**config.mk**
```make
export PLATFORM = sky130hd
export DESIGN_NAME = srt_fp32_result_packer
export DESIGN_NICKNAME = d
export VERILOG_FILES = /design/src/rtl/srt_fp32_pkg.sv /design/src/rtl/rne_rounder_24.sv /design/src/rtl/srt_fp32_result_packer.sv
export SDC_FILE = /design/constraint.sdc
export NUM_CORES = 1
export LEC_CHECK = 0
export ABC_CLOCK_PERIOD_IN_PS = 10700
export CAP_MARGIN = 20
export CORE_MARGIN = 3
export CORE_UTILIZATION = 29
export DETAILED_ROUTE_END_ITERATION = 10
export PLACE_DENSITY_LB_ADDON = 0.12
export SLEW_MARGIN = 10
export SYNTH_ARGS = -nofsm -noshare
export SYNTH_HDL_FRONTEND = slang
export SYNTH_SLANG_ARGS = --single-unit
```
**constraint.sdc**
```tcl
create_clock -name clk -period 10.7 [get_ports clk]
set_clock_uncertainty 0.15 [all_clocks]
set_input_delay 1.07 -clock clk [delete_from_list [all_inputs] [get_ports clk]]
set_output_delay 1.07 -clock clk [all_outputs]
set_load 0.005 [all_outputs]
```
**src/rtl/srt_fp32_pkg.sv**
```systemverilog
// Shared types and constants for the radix-4 SRT FP32 divider.
// Used by the divider core, normalizer and result packer.
package srt_fp32_pkg;

  typedef enum logic [2:0] {
    SP_NORMAL = 3'd0,
    SP_ZERO   = 3'd1,
    SP_INF    = 3'd2,
    SP_QNAN   = 3'd3,
    SP_DIVZ   = 3'd4
  } special_e;

  typedef enum logic [2:0] {
    S_IDLE = 3'd0,
    S_CORR = 3'd1,
    S_NORM = 3'd2,
    S_RND  = 3'd3,
    S_DONE = 3'd4
  } state_e;

  localparam int          FP32_BIAS    = 127;
  localparam logic [31:0] FP32_QNAN    = 32'h7FC0_0000;
  localparam logic [7:0]  FP32_EXP_MAX = 8'hFF;

  localparam int F_INV = 4;
  localparam int F_DVZ = 3;
  localparam int F_OVF = 2;
  localparam int F_UNF = 1;
  localparam int F_INX = 0;

endpackage

```
**src/rtl/rne_rounder_24.sv**
```systemverilog
// Round-to-nearest-even on a 24-bit significand.
// A carry out renormalizes the significand to 1.0.
module rne_rounder_24 (
  input  logic [23:0] mant,
  input  logic        guard,
  input  logic        sticky,
  output logic [23:0] mant_rnd,
  output logic        carry,
  output logic        inexact
);

  logic        up;
  logic [24:0] sum;

  assign up       = guard & (sticky | mant[0]);
  assign sum      = {1'b0, mant} + {24'd0, up};
  assign carry    = sum[24];
  assign mant_rnd = carry ? 24'h80_0000 : sum[23:0];
  assign inexact  = guard | sticky;

endmodule

```
**src/rtl/srt_fp32_result_packer.sv**
```systemverilog
// SRT divider back end: remainder correction, normalize,
// RNE rounding and binary32 packing with exception flags.
module srt_fp32_result_packer
  import srt_fp32_pkg::*;
#(
  parameter int QW = 28,
  parameter int EW = 10
) (
  input  logic          clk,
  input  logic          rst,
  input  logic          in_valid,
  output logic          in_ready,
  input  logic [QW-1:0] in_quotient,
  input  logic          in_rem_neg,
  input  logic          in_rem_nz,
  input  logic [EW-1:0] in_exp,
  input  logic          in_sign,
  input  special_e      in_special,
  output logic          out_valid,
  input  logic          out_ready,
  output logic [31:0]   out_result,
  output logic [4:0]    out_flags
);

  localparam int XW = EW + 1;
  localparam logic [QW-1:0] MASK_HI = {QW{1'b1}} >> 26;
  localparam logic [QW-1:0] MASK_LO = {QW{1'b1}} >> 27;
  localparam logic signed [XW-1:0] EXP_OVF = XW'(255);

  state_e state, state_nx;

  logic [QW-1:0]          q;
  logic                   rem_neg, rem_nz, sticky0, sign;
  logic signed [XW-1:0]   exp, exp_rnd;
  logic [23:0]            mant, mant_rnd;
  logic                   guard, sticky, carry, inexact;
  logic [31:0]            res_nx;
  logic [4:0]             flg_nx;
  logic                   accept, enter_done;
  logic                   unused_bits;

  assign accept     = in_valid & in_ready;
  assign enter_done = (state_nx == S_DONE) && (state != S_DONE);

  always_ff @(posedge clk or posedge rst) begin
    if (rst) state <= S_IDLE;
    else     state <= state_nx;
  end

  always_comb begin
    state_nx = state;
    unique case (state)
      S_IDLE: if (in_valid)
                state_nx = (in_special == SP_NORMAL) ? S_CORR : S_DONE;
      S_CORR: state_nx = S_NORM;
      S_NORM: state_nx = S_RND;
      S_RND:  state_nx = S_DONE;
      S_DONE: if (out_ready) state_nx = S_IDLE;
      default: state_nx = S_IDLE;
    endcase
  end

  always_comb begin
    in_ready  = 1'b0;
    out_valid = 1'b0;
    unique case (1'b1)
      (state == S_IDLE): in_ready  = 1'b1;
      (state == S_DONE): out_valid = 1'b1;
      default: ;
    endcase
  end

  always_ff @(posedge clk or posedge rst) begin
    if (rst) begin
      q       <= '0;
      rem_neg <= 1'b0;
      rem_nz  <= 1'b0;
      sticky0 <= 1'b0;
      sign    <= 1'b0;
      exp     <= '0;
      mant    <= '0;
      guard   <= 1'b0;
      sticky  <= 1'b0;
    end else begin
      unique case (state)
        S_IDLE: if (accept) begin
          q       <= in_quotient;
          rem_neg <= in_rem_neg;
          rem_nz  <= in_rem_nz;
          sign    <= in_sign;
          exp     <= {in_exp[EW-1], in_exp};
        end
        S_CORR: begin
          q       <= q - {{(QW-1){1'b0}}, rem_neg};
          sticky0 <= rem_nz | rem_neg;
        end
        S_NORM: begin
          if (q[QW-2]) begin
            mant   <= q[QW-2 -: 24];
            guard  <= q[QW-26];
            sticky <= sticky0 | (|(q & MASK_HI));
          end else begin
            mant   <= q[QW-3 -: 24];
            guard  <= q[QW-27];
            sticky <= sticky0 | (|(q & MASK_LO));
            exp    <= exp - XW'(1);
          end
        end
        default: ;
      endcase
    end
  end

  rne_rounder_24 u_rnd (
    .mant     (mant),
    .guard    (guard),
    .sticky   (sticky),
    .mant_rnd (mant_rnd),
    .carry    (carry),
    .inexact  (inexact)
  );

  assign exp_rnd = exp + {{(XW-1){1'b0}}, carry};
  // MSB of q is always 0 for a legal quotient; hidden bit is implied
  assign unused_bits = ^{q[QW-1], mant_rnd[23]};

  always_comb begin
    res_nx = '0;
    flg_nx = '0;
    if (state == S_RND) begin
      if (exp_rnd >= EXP_OVF) begin
        res_nx        = {sign, FP32_EXP_MAX, 23'h0};
        flg_nx[F_OVF] = 1'b1;
        flg_nx[F_INX] = 1'b1;
      end else if (exp_rnd[XW-1] || exp_rnd == '0) begin
        res_nx        = {sign, 31'h0};
        flg_nx[F_UNF] = 1'b1;
        flg_nx[F_INX] = 1'b1;
      end else begin
        res_nx        = {sign, exp_rnd[7:0], mant_rnd[22:0]};
        flg_nx[F_INX] = inexact;
      end
    end else begin
      unique case (in_special)
        SP_ZERO: res_nx = {in_sign, 31'h0};
        SP_INF:  res_nx = {in_sign, FP32_EXP_MAX, 23'h0};
        SP_QNAN: begin
          res_nx        = FP32_QNAN;
          flg_nx[F_INV] = 1'b1;
        end
        SP_DIVZ: begin
          res_nx        = {in_sign, FP32_EXP_MAX, 23'h0};
          flg_nx[F_DVZ] = 1'b1;
        end
        default: ;
      endcase
    end
  end

  always_ff @(posedge clk or posedge rst) begin
    if (rst) begin
      out_result <= '0;
      out_flags  <= '0;
    end else if (enter_done) begin
      out_result <= res_nx;
      out_flags  <= flg_nx;
    end
  end

endmodule
```
Word-level counts from Yosys, hierarchy flattened --
Index checks and enable logic that the tools add are counted.
Operators by class: add/sub/neg operators 4, $lt $le $gt $ge 1, equal/unequal tests 12, multiplexer cells 28, bitwise operators 7, reductions and logical operators 12
Operator list (number):
- $pmux 32 s3 | 1
- $mux 31 | 2
- $pmux 28 s2 | 1
- $mux 32 | 1
- $mux 28 | 1
- $sub 28x1->28 | 1
- $add 24x1->25 | 1
- $mux 24 | 1
- $mux 23 | 1
- $mux 11 | 2
- $pmux 11 s2 | 1
- $pmux 3 s5 | 1
- $eq 3x2->1 const B | 4
- $mux 3 | 4
- $add 11x1->11 | 1
- $ge 11x9->1 const B | 1
- $logic_not 11->1 | 1
- $mux 1 | 11
- $sub 11x2->11 const B | 1
- $eq 3x3->1 const B | 3
- $eq 3x1->1 const B | 2
- $logic_not 3->1 | 2
- $or 1x1->1 | 5
- $ne 2x2->1 const B | 2
- 9 further kinds | 13
Word-level totals: register bits after elaboration 109, input port bits 48, output and inout port bits 39

Longest topological paths before layout --
Gate-level depths: netlist (run 1).
word-level depth 9, depth in mapped cells 18

Cells and area by module --
A second synthesis (run 1) with hierarchy kept.
Unflattened totals: cell total of the unflattened synthesis 718, area, all modules 6266.0 µm²
Modules (own cells, without submodules):
- srt_fp32_result_packer | instances 1, cells an instance 635, area an instance 5676.7 µm², sequential area each 2702.6 µm²
- rne_rounder_24 | instances 1, cells an instance 83, area an instance 589.3 µm², sequential area each 0.0 µm²

Worst setup path after synthesis (run 1) --
OpenSTA, ideal clock, no wires.
kind flip-flop to flip-flop, start register sticky, end register out_result[10], library setup time 0.124 ns, arrival time 3.187 ns, data required time 10.426 ns, setup slack 7.240 ns, stages on the path, launching flop included 19, cells stage by stage dfrtp_1 o21a_1 ha_1 ha_1 and3_1 clkbuf_1 and3_1 nand4_1 nor2_1 ha_1 buf_2 and4_1 and2_1 o31ai_1 and4b_1 buf_2 nand4bb_1 buf_2 o21ai_1
Between the ends: word-level cells in the longest chain between the ends 9, elaborated cells on any way between the ends 11, those cells by class 2 x add/sub; 1 x order compare; 4 x mux; 2 x bitwise; 2 x reduce/logical
Ends and longest elaborated chain:
- start, declared | line srt_fp32_result_packer.sv:36 | logic guard, sticky, carry, inexact;
- start signal, assigned | line srt_fp32_result_packer.sv:101 | sticky <= sticky0 | (|(q & MASK_HI));
- start signal, assigned | line srt_fp32_result_packer.sv:105 | sticky <= sticky0 | (|(q & MASK_LO));
- $or 1x1->1 * | line rne_rounder_24.sv:15 | assign up = guard & (sticky | mant[0]);
- $and 1x1->1 * | line rne_rounder_24.sv:15
- $add 24x1->25 * | line rne_rounder_24.sv:16 | assign sum = {1'b0, mant} + {24'd0, up};
- parallel branches: the longest is 4 deep, another holds $add 11x1->11
- $mux 31 * | line srt_fp32_result_packer.sv:131 | if (exp_rnd >= EXP_OVF) begin
- $mux 32 * | line srt_fp32_result_packer.sv:130 | if (state == S_RND) begin
- end signal, assigned | line srt_fp32_result_packer.sv:165 | out_result <= res_nx;
- end, declared | line srt_fp32_result_packer.sv:21 | output logic [31:0] out_result,
Mark *: on every way between the ends. A chain may end at the register's enable or synchronous reset.

Final worst setup path (run 1) --
start register mant[9], end register out_result[22]
Between the ends: word-level cells in the longest chain between the ends 7, elaborated cells on any way between the ends 9, those cells by class 2 x add/sub; 1 x order compare; 4 x mux; 2 x reduce/logical
Ends and longest elaborated chain:
- start, declared | line srt_fp32_result_packer.sv:35 | logic [23:0] mant, mant_rnd;
- start signal, assigned | line srt_fp32_result_packer.sv:99 | mant <= q[QW-2 -: 24];
- start signal, assigned | line srt_fp32_result_packer.sv:103 | mant <= q[QW-3 -: 24];
- $add 24x1->25 * | line rne_rounder_24.sv:16
- parallel branches: the longest is 4 deep, another holds $add 11x1->11
- $mux 31 * | line srt_fp32_result_packer.sv:131
- $mux 32 * | line srt_fp32_result_packer.sv:130
Marked as above.

==> results of run 1 <==
==> logic make-up after synthesis <==
kind of cell	share of synthesized area [%]
adders and majority gates	1.417
xor gates and xnor gates	4.251
DFF	43.72
and+or+nand+nor	22.71
buffers and inverters	5.324
muxes	4.049
AOI/OAI and AO/OA	18.52
==> per-layer routing <==
layer | vias to the layer above | GRT usage (%)
met3 | 13 | 2.190
met2 | 99 | 20.96
met5 | - | 0
met1 | 2469 | 21.64
li1 | 2598 | -
met4 | 0 | 4.324
==> cell usage in the layout (no fill, tap or decap), types with 14 or more instances in the layout <==
master           netlist  routed
nand2_1              110     110
dfrtp_1              108     108
clkdlybuf4s50_1        0      85
nor2_1                58      58
o21ai_0               52      52
a21oi_1               26      26
mux2i_1               25      25
nand3_1               24      24
nor3_1                22      22
xor2_1                16      16
inv_1                 16      15
xnor2_1               14      14
==> worst paths after layout <==
check,depth (start not counted),to
worst max-delay path,12,out_result[22]
worst min-delay path,2,out_flags[1]
worst max register to register,12,out_result[22]
worst min register to register,2,out_flags[1]
max in group asynchronous,3,out_result[18]
min in group asynchronous,2,sign
==> worst max-delay path: stages, from the launching register on <==
cell       delay (ns)
dfrtp_1          0.43
nand3_1          0.14
nor4_1           0.69
and3_1           0.29
nand4_1          0.14
nor2_1           0.23
ha_1             0.55
and3_1           0.24
o2111ai_1        0.13
o31ai_1          0.09
and4b_1          0.59
nand4bb_1        0.49
o21ai_0          0.16
==> layout make-up <==
type | count | area, um2 | share of cell area (%)
Tap cell | 270 | 337.8 | 4.505
Clock inverter | 7 | 98.84 | 1.318
Inverter | 16 | 62.56 | 0.8342
Multi-Input combinational cell | 517 | 3154 | 42.06
Sequential cell | 108 | 2703 | 36.04
Timing Repair Buffer | 94 | 918.4 | 12.25
Clock buffer | 9 | 225.2 | 3.003
==> stage by stage <==
step / std cells / setup slack (ns) / utilization [%] / cell area (um2)
global placement: 1004 / 6.358 / 34.86 / 7168
finish: 1021 / 6.242 / 36.48 / 7500
floorplan: 691 / 6.634 / - / 6181
detailed placement: 1004 / 6.282 / 34.86 / 7168
CTS: 1020 / 6.256 / 36.44 / 7492
global route: 1021 / 5.819 / 36.48 / 7500
==> registers in the layout, summed over array words and instances (netlist names), 3 cells and up <==
signal      flops
state           3
exp            11
out_result     32
q              27
out_flags       5
mant           24
==> report_power, final <==
group / total, uW / internal (uW) / switching [uW] / leakage [uW]
combinational: 688 / 321 / 366 / 0.00154
clock: 370 / 207 / 163 / 0.000156
sequential: 796 / 563 / 233 / 0.00135
total: 1850 / 1090 / 762 / 0.00304
==> results.tsv, run 1 <==
metric	value	unit
# rows	52	
final worst path period need	4.458	ns
Critical Path RT	10.77	ns
Tot Pwr	1853	uW
Ys Warns	0	
first-pass GRT wire length	27600	um
top cell type by total area after synthesis	dfrtp_1	
post-DR wirelength/cell	16.13	um
count leader, synth	nand2_1	
CTS tree	done	
kind of critical path	flip-flop to flip-flop	
TritonCTS buffer count	9	
Fin. Hold Viols	0	
Initial Util	30.06	%
fin crit share	41.67	%
reg-to-reg startpoint	mant[9]	
beginning of the critical path	mant[9]	
synth top area cells	dfrtp_1 44%, nand2_1 6.7%, o21ai_0 4.2%, mux2i_1 4.0%, nor2_1 3.5%	
Remaining Overflow, GRT	0	
clock-pin slew on the worst setup and hold paths	0.07	ns
Fin Setup TNS	0	ns
largest net degree at the start of global routing	66	
min-delay src	out_flags[1]	
routed vias	5179	
RSZ-0062 raised after global routing	no	
Tot GR Track Use	14.29	%
clock latency on the worst-skew pair	0.35	ns
top-area cell type share of the netlist area	43.72	%
Highest Signal Layer	met4	
reg2reg setup slack	6.24	ns
DIE AREA	23100	um2
Antenna Violating Nets Remaining	0	
Yosys reg bits	108	
asr flop ratio synth	100.0	%
Syn Area/Cell	8.945	um2
metal2 WL	6923	um
H-tree depth	3	
Max Cap Viol	0	
main flop type after synthesis	dfrtp_1	
Max Freq	224.3	MHz
Slew Limit Headroom	43.21	%
Core ar.	20560	um2
Nets	801	
status	completed	
Post-synth EDFFs	0	
first-pass detailed-route iteration total	4	
startpoint types	flip-flop	
final wirelength	16470	um
CP max FO	15	
peak supply drop	0.00009185	V
sequential fraction of the synthesis area	43.72	%
Critical Path End Type	flip-flop	
Die H	152.0	um
Root Driver	clkbuf_16	
LEAKAGE	0.003038	uW
CP Data Arrival Time	4.53	ns
Final setup viols	0	
WL met3	552	um
Min Hold Slack	0.3216	ns
number of fill cells	2126	
antenna cells	0	
placer congestion estimate	0.7904	
count of buffers from port buffering	85	
Metal-1 WL	8752	um
Synthesized Nets	746	
Post-CTS Setup Inserts	0	
initial antenna violation count	0	
Die X	152.0	um
Synth top cells by count	110 x nand2_1, 108 x dfrtp_1, 58 x nor2_1, 52 x o21ai_0, 26 x a21oi_1	
clk sinks	108	
residual DRC count	0	
detail-routed via count per cell	5.072	
share of layout cells above drive strength 1	6.658	%
Max Slew Vio Count	0	
vias in the first global route	5131	
Resized Gates After CTS	0	
Least-Margin Pin Slew	0.8519	ns
Area Growth Syn to Fin	21.34	%
CTS Buffer Depth	2	
DP HPWL	12090	um
Synth Instances	691	
CTS Hold Buffers Added	0	
pwr/cell area	247.1	nW/um2
Hold WC Path Type	flip-flop to flip-flop	
Cell Area, Synth	6181	um2
top-level port count	87	
Distinct cells, synth	73	
Initial DRC Count	453	
Power figures use the tool's default switching activity.
==> run 2, diff against run 1 <==
- ABC_CLOCK_PERIOD_IN_PS: 10700 -> 3690
- clock period: 10.7 -> 3.69 ns (I/O delays scaled with it)
==> run 2 against run 1 <==
Against the previous run:
- clock-buffer cell count up 1
- worst setup slack worse by 6.0 ns
- combinational power rose to 3.1 times the previous value
- die area unchanged
==> results.tsv, run 2 (synthesis results as in run 1) <==
metric	value	unit
peak supply drop	0.0002948	V
CP max FO	14	
RR Endpoint	out_result[15]	
Clock power frac	17.8	%
Internal Power	3109	uW
Tot GR Track Use	14.39	%
sequential power share	42.9	%
Area Growth Syn to Fin	24.37	%
Die X	152.0	um
Final setup viols	0	
Hold Path Depth	2	
initial antenna violation count	0	
Inst Count DP	1014	
antenna cells	0	
Die H	152.0	um
min-delay src	sign	
Max Cap Viol	0	
residual DRC count	0	
Hold WC Path Type	flip-flop to flip-flop	
max FFs per register	32	
LEAKAGE	0.003121	uW
fin crit share	94.63	%
clock latency on the worst-skew pair	0.35	ns
Critical Path End Type	flip-flop	
commonest non-fill, non-tap cells in the layout	110 x nand2_1, 108 x dfrtp_1, 85 x clkdlybuf4s50_1, 57 x nor2_1, 52 x o21ai_0	
detail-routed via count per cell	5.069	
Least-Margin Pin Slew	0.9207	ns
CTS Hold Buffers Added	0	
NetSw	2237	uW
RSZ-0062 raised after global routing	yes	
kind of critical path	flip-flop to flip-flop	
Max Slew Vio Count	0	
R2R cell count	15	
startpoint types	flip-flop	
reg2reg setup slack	0.20	ns
Endpoint, Worst Hold	sign	
DIE AREA	23100	um2
Comb pwr share	39.3	%
count of buffers from port buffering	85	
post-DR wirelength/cell	16.11	um
Nets	816	
share of layout cells above drive strength 1	9.661	%
Max Freq	286.4	MHz
Initial DRC Count	369	
top-level port count	87	
final wirelength	16690	um
clk sinks	108	
commonest non-fill, non-tap cell in the layout	nand2_1	
routed vias	5252	
Min Hold Slack	0.3206	ns
largest net degree at the start of global routing	72	
# rows	52	
H-tree depth	3	
pwr/cell area	695.4	nW/um2
reg-to-reg startpoint	mant[0]	
first-pass detailed-route iteration total	4	
Critical Path RT	3.77	ns
CTS Buffer Depth	2	
DP HPWL	12220	um
number of fill cells	2117	
final worst path period need	3.492	ns
Remaining Overflow, GRT	0	
TritonCTS buffer count	9	
first-pass GRT wire length	27870	um
Fin. Hold Viols	0	
Root Driver	clkbuf_16	
vias in the first global route	5184	
clock-pin slew on the worst setup and hold paths	0.08	ns
CP Data Arrival Time	3.58	ns
switch share	41.84	%
Cell Count, Final, Fillers Out	1036	
Top reg by flops	out_result	
Initial Util	30.06	%
Slew Limit Headroom	38.62	%
Core ar.	20560	um2
status	completed	
placer congestion estimate	0.8373	
Regs by FF count	out_result: 32 flops, q: 27 flops, mant: 24 flops	
Antenna Violating Nets Remaining	0	
CTS tree	done	
==> run 2: power groups by stage <==
stage	combinational (uW)	sequential (uW)	clock, uW
6_report	2100	2290	950
5_1_grt	2380	2400	1030
4_1_cts	2080	2290	989
3_5_place_dp	2070	2320	0
3_3_place_gp	2040	2290	0
2_1_floorplan	1650	2000	0
==> run 2: final cells by class <==
class	count	area [um2]	share of cell area, %
sequential	108	2703	35.16
tap	270	337.8	4.395
multi-input combinational	517	3227	41.98
clock buffer	10	239.0	3.109
timing repair buffer	109	1072	13.95
inverter	16	62.56	0.8138
clock inverter	6	46.29	0.6022
==> run 2: how the worst max path moves through the flow <==
stage | start | cells past startpoint | end | slack, ns
after detailed placement | sticky | 15 | out_result[19] | -0.01
after global placement | sticky | 14 | out_result[29] | 0.1
after global routing | guard | 16 | out_result[21] | -0.008
after floorplan | sticky | 18 | out_result[10] | 0.23
after CTS | sticky | 16 | out_result[19] | 0.05
final | mant[0] | 15 | out_result[15] | 0.20
==> run 2: metrics by stage <==
stage / power, uW / TNS [ns] / utilization, % / instance area, um2 / setup WS (ns)
floorplan: 3650 / 0 / - / 6181 / 0.2299
global placement: 4325 / 0 / 35.41 / 7281 / 0.09542
detailed placement: 4391 / -0.01060 / 35.41 / 7281 / -0.009760
CTS: 5363 / 0 / 36.85 / 7576 / 0.05118
global route: 5809 / -0.01834 / 37.39 / 7687 / -0.008084
finish: 5345 / 0 / 37.39 / 7687 / 0.1980
==> run 2: timing repair <==
| action | 4_1_cts | 5_1_grt |
|---|---|---|
| endpoints found under the hold margin | 0 | 0 |
| gates resized for setup | 1 | 10 |
| setup endpoints to repair | 6 | 31 |
| pin swaps | 1 | 2 |
| setup buffers | 1 | 4 |
==> run 2: layer usage <==
metal  GRT usage (%)  routed length, um  vias up
li1                -                  -     2625
met3           2.218                560       12
met2           20.98               7036      108
met1           22.03               8879     2507
met4           4.024                217        0
met5               0                  0        -
==> run 2: critical path: stages, from the launching register on <==
cell and delay [ns]:
dfrtp_1 0.40, o21a_1 0.18, ha_2 0.19, ha_2 0.19
and3_1 0.16, and3_1 0.19, nand4_1 0.13, nor2_2 0.06
buf_4 0.14, ha_4 0.20, and3_1 0.19, o2111ai_1 0.23
o31ai_1 0.12, and4b_1 0.25, buf_4 0.21, o41ai_1 0.39
